File: src/rtl/obi_pkg.sv
// OBI bus transfer types shared by the instruction-side masters and the system bus.
package obi_pkg;

  typedef struct packed {
    logic        req;
    logic [31:0] addr;
    logic        we;
    logic [3:0]  be;
    logic [31:0] wdata;
  } obi_req_t;

  typedef struct packed {
    logic        gnt;
    logic        rvalid;
    logic [31:0] rdata;
  } obi_resp_t;

endpackage

File: src/rtl/obi_fetch_buffer.sv
// Registered OBI request/response stage between the CPU fetch port and the bus,
// limiting the number of fetches in flight to DEPTH.
module obi_fetch_buffer
  import obi_pkg::*;
#(
  parameter int unsigned DEPTH = 32'd2
) (
  input  logic                       clk_i,
  input  logic                       rst_i,
  input  obi_req_t                   core_req_i,
  output obi_resp_t                  core_resp_o,
  output obi_req_t                   bus_req_o,
  input  obi_resp_t                  bus_resp_i,
  output logic [$clog2(DEPTH+1)-1:0] outstanding_o,
  output logic                       err_o
);

  localparam int unsigned CW = $clog2(DEPTH + 1);
  localparam logic [CW-1:0] DEPTH_C = CW'(DEPTH);
  localparam logic [CW-1:0] ONE_C   = CW'(1'b1);
  localparam logic [CW-1:0] ZERO_C  = CW'(1'b0);

  if ((DEPTH < 32'd1) || (DEPTH > 32'd4)) begin : g_depth_check
    $error("obi_fetch_buffer: DEPTH must be in 1..4");
  end

  obi_req_t        held_r;
  obi_req_t        held_next_s;
  logic            rsp_valid_r;
  logic [31:0]     rsp_data_r;
  logic [CW-1:0]   cnt_r;
  logic [CW-1:0]   cnt_next_s;
  logic            err_r;
  logic            core_gnt_s;
  logic            bus_accept_s;
  logic            unexpected_s;
  logic            cnt_dec_s;

  // Grant, slot, counter and error decisions for the current cycle.
  always_comb begin
    core_gnt_s   = 1'b0;
    bus_accept_s = 1'b0;
    unexpected_s = 1'b0;
    cnt_dec_s    = 1'b0;
    held_next_s  = held_r;
    cnt_next_s   = cnt_r;

    // Gated by rst_i so the CPU never sees a grant while the block is held in reset.
    core_gnt_s   = ~rst_i & core_req_i.req & (~held_r.req | bus_resp_i.gnt) & (cnt_r < DEPTH_C);
    bus_accept_s = held_r.req & bus_resp_i.gnt;
    // A response with nothing in flight and nothing waiting in the response register is spurious.
    unexpected_s = bus_resp_i.rvalid & (cnt_r == ZERO_C) & ~rsp_valid_r;
    cnt_dec_s    = rsp_valid_r & (cnt_r != ZERO_C);

    if (core_gnt_s) begin
      held_next_s     = core_req_i;
      held_next_s.req = 1'b1;
    end else if (bus_accept_s) begin
      held_next_s.req = 1'b0;
    end else begin
      held_next_s = held_r;
    end

    case ({core_gnt_s, cnt_dec_s})
      2'b10:   cnt_next_s = cnt_r + ONE_C;
      2'b01:   cnt_next_s = cnt_r - ONE_C;
      default: cnt_next_s = cnt_r;
    endcase
  end

  // Held request slot driving the bus.
  always_ff @(posedge clk_i or posedge rst_i) begin
    if (rst_i) begin
      held_r <= '{req: 1'b0, addr: 32'h0, we: 1'b0, be: 4'h0, wdata: 32'h0};
    end else begin
      held_r <= held_next_s;
    end
  end

  // Response register; OBI has no rready, so it loads every cycle.
  always_ff @(posedge clk_i or posedge rst_i) begin
    if (rst_i) begin
      rsp_valid_r <= 1'b0;
      rsp_data_r  <= 32'h0;
    end else begin
      rsp_valid_r <= bus_resp_i.rvalid & ~unexpected_s;
      if (bus_resp_i.rvalid && !unexpected_s) begin
        rsp_data_r <= bus_resp_i.rdata;
      end else begin
        rsp_data_r <= rsp_data_r;
      end
    end
  end

  // Outstanding counter and sticky error flag.
  always_ff @(posedge clk_i or posedge rst_i) begin
    if (rst_i) begin
      cnt_r <= ZERO_C;
      err_r <= 1'b0;
    end else begin
      cnt_r <= cnt_next_s;
      err_r <= err_r | unexpected_s;
    end
  end

  assign bus_req_o          = held_r;
  assign core_resp_o.gnt    = core_gnt_s;
  assign core_resp_o.rvalid = rsp_valid_r;
  assign core_resp_o.rdata  = rsp_data_r;
  assign outstanding_o      = cnt_r;
  assign err_o              = err_r;

endmodule

File: config.mk
export PLATFORM = sky130hd
export DESIGN_NAME = obi_fetch_buffer
export DESIGN_NICKNAME = d
export VERILOG_FILES = /design/src/rtl/obi_pkg.sv /design/src/rtl/obi_fetch_buffer.sv
export SDC_FILE = /design/constraint.sdc
export NUM_CORES = 1
export LEC_CHECK = 0
export BUFFER_PORTS_ARGS = -buffer_cell sky130_fd_sc_hd__buf_2
export CAP_MARGIN = 25
export CORE_UTILIZATION = 45
export DETAILED_ROUTE_END_ITERATION = 8
export PLACE_DENSITY = 0.84
export SYNTH_ARGS = -nofsm -noshare
export SYNTH_HDL_FRONTEND = slang
export SYNTH_SLANG_ARGS = --single-unit
File: constraint.sdc
create_clock -name clk_i -period 3.2 [get_ports clk_i]
set_input_delay 0 -clock clk_i [delete_from_list [all_inputs] [get_ports clk_i]]
set_output_delay 0 -clock clk_i [all_outputs]
set_load 0.005 [all_outputs]
==> results.yml <==
worst_setup_path:
  path_class: "reg2out"
  worstReg2RegStart: "outstanding_o[1]"
  cp.buffers_inverters: 3
  r2r_slack_ns: 1.27
  arrival_ns: 1.97
  worstPathMaxFanout: 71
  timing.rr.end: "bus_req_o[54]"
  reg2reg_depth: 4
  cp-start-kind: "flip-flop"
  cp_slowest_cell: "buf_4"
  end_kind: "output pin"
  crit_family: "buffers and inverters"
  required_ns: 3.20
  path_cells: "nor2_1, nand3_4, buf_4, inv_1, buf_2"
  critPathMaxStageDelay_ns: 0.65
cells_and_area:
  diodes: 0
  drive_above_1_share_pct: 60.0
  fillers: 567
  final_cells: 665
  finalNetCount: 660
  seq_area_sq_mm: 0.00265
  area_growth_syn_to_layout_pct: 54.7
  finish.instance_area_sq_mm: 0.00648
  multi_input_area_sq_mm: 0.00135
sta:
  maxSlewHeadroom_pct: 39.4
  min_period_ns: 1.97
  skew_ns: 0.00988
  maxSlewViolCount: 0
  worst_hold_slack_ns: 0.109
  fin_tns_setup_ns: 0
  fmax_mhz: 508
  rsz0062_at_grt: "no"
  worstMarginPinSlew_ns: 0.910
  setup_violations: 0
  final_hold_viol_count: 0
  period_share_pct: 61.5
floorplan:
  core_sq_mm: 0.00885
  dieArea_sq_mm: 0.00970
  rows: 34
  ioPinCount: 213
  die_w_um: 98.5
  die_h_um: 98.5
  start_util_pct: 47.4
hold_path:
  worst_hold_path.num_cells: 4
  hp-class: "in2reg"
  hold_path.startpoint: "core_req_i[69]"
  min_to: "outstanding_o[0]"
placed_design:
  gp_congestion: 0.757
  port_buffers: 212
  place_inst: 546
  dpl_cell_area_sq_mm: 0.00525
  dp_hpwl_um: 6450
synthesis:
  synth_xor_area_share_pct: 0.627
  ys_seq_elements: 106
  syn_avg_cell_area_sq_um: 17.8
  synth_compound_gate_area_share_pct: 0.388
  syn-num-nets: 343
  synth_fa_ha_area_share_pct: 0.299
  synthMuxAreaShare_pct: 29.7
  synth.distinct_cells: 18
  seq_area_frac_synth_pct: 63.3
  synthSimpleGateAreaFrac_pct: 1.10
  synthesis.area_sq_mm: 0.00419
  yosysWarnings: 0
  synth_top_family_by_area: "multiplexers"
  synth_cells: 236
detailed_routing:
  wire_per_inst_um: 16.8
  dr.pass1.iters: 6
  antenna_left: 0
  num_vias: 3184
  totalWireLength_um: 11200
  drcViolationCount: 14
  drt_iter0_drc: 84
  via_per_inst: 4.79
run:
  drv_cap: 0
grt:
  grt_pass1_wl_um: 18000
  grt_overflow: 0
  grt_max_degree: 72
  grt_usage_pct: 24.1
  grt_pass1_vias: 3673
  antenna_found_initial: 0
outcome:
  outcome: "finished, violations left"
  failed_checks: "DRC"
power_and_ir_drop:
  total_leakage_power_nw: 3.25
  vdd_ir_drop_max_uv: 416
  power.density_mw_per_mm2: 752
clock_tree:
  cts_tree: "built"
  cts_buffers: 9
  path_clk_slew_ns: 0.09
  cts_sinks: 106
  htree_levels: 3
  clkLatencyLatePin_ns: 0.35
  cts_buffer_depth: 2
  cts_root_buffer: "clkbuf_8"
-- area by class of cell --
class	instances	area share [%]
Clock buffer	11	2.18
Clock inverter	4	0.811
Inverter	3	0.212
Multi-Input combinational cell	114	20.8
Sequential cell	106	40.9
Tap cell	108	2.08
Timing Repair Buffer	319	33.0
-- worst min-delay path, stage by stage --
cell,delay [ns]
buf_2,0.12
nand3_4,0.05
ha_1,0.16
xnor2_1,0.08
-- per-stage QoR --
stage          setup slack, ns  util [%]  total power, mW
2_1_floorplan            0.411         -             3.17
3_3_place_gp              1.41      59.3             3.84
3_5_place_dp              1.33      59.3             3.95
4_1_cts                   1.27      73.3             4.86
5_1_grt                   1.03      73.3             5.17
6_report                  1.23      73.3             4.87
-- state kept, by name (all words and copies together), names as in the netlist --
signal,flops
rsp_valid_r,1
err_o,1
outstanding_o,2
bus_req_o,70
rsp_data_r,32
-- layer usage --
metal	routed length (um)	global-route usage [%]
met5	0	0
met4	358	11.4
met3	676	5.53
met2	6220	46.0
met1	3900	24.8
-- synth_stat cells --
master	number	area [sq um]
a21o_2	1	8.76
buf_12	3	60.1
buf_4	2	15.0
buf_6	2	22.5
clkbuf_8	6	82.6
dfrtp_1	106	2650
ha_1	1	12.5
inv_1	3	11.3
mux2_2	72	811
mux2_4	29	435
nand2_1	1	3.75
nand2b_1	2	12.5
nand3_4	1	17.5
nor2_1	2	7.51
nor3_1	1	5.00
o21a_1	1	7.51
xnor2_1	2	17.5
xor2_1	1	8.76
-- how the worst max path moves through the flow --
stage,slack (ns),depth (start not counted),start,to
2_1_floorplan,0.41,1,rst_i,bus_req_o[0]
3_3_place_gp,1.41,4,outstanding_o[1],bus_req_o[38]
3_5_place_dp,1.33,4,outstanding_o[1],bus_req_o[32]
4_1_cts,1.27,5,outstanding_o[1],core_resp_o[33]
5_1_grt,1.03,5,outstanding_o[1],core_resp_o[33]
6_report,1.23,5,outstanding_o[1],core_resp_o[33]
-- power breakdown --
| part | switching, mW | internal (mW) | leakage [nW] |
|---|---|---|---|
| Clock | 0.432 | 0.380 | 0.0877 |
| Combinational | 0.686 | 1.11 | 1.91 |
| Sequential | 0.334 | 1.93 | 1.25 |
| Total | 1.45 | 3.42 | 3.25 |
-- kinds of logic after synthesis --
| logic type | count (synthesis) |
|---|---|
| buf+inv | 16 |
| simple gates | 7 |
| mux | 101 |
| xor+xnor | 3 |
| compound gates | 2 |
| fa+ha+maj | 1 |
| flops | 106 |
-- layout by cell type (no fill, tap or decap), drive strengths merged, types with 2 or more instances in the layout --
cell         synthesis  routed
dlygate4sd3          0     104
clkbuf               6      11
nand2b               2       2
nor2                 2       2
xnor2                2       2
clkinvlp             0       3
inv                  3       3
dfrtp              106     106
buf                  7     215
mux2               101     101
-- what timing repair did --
| action | CTS | global route |
|---|---|---|
| hold buffers | 104 | 0 |
| resized for setup | 0 | 0 |
| setup buffers | 0 | 0 |
| hold endpoints to repair | 157 | 0 |
Power figures use the tool's default switching activity.
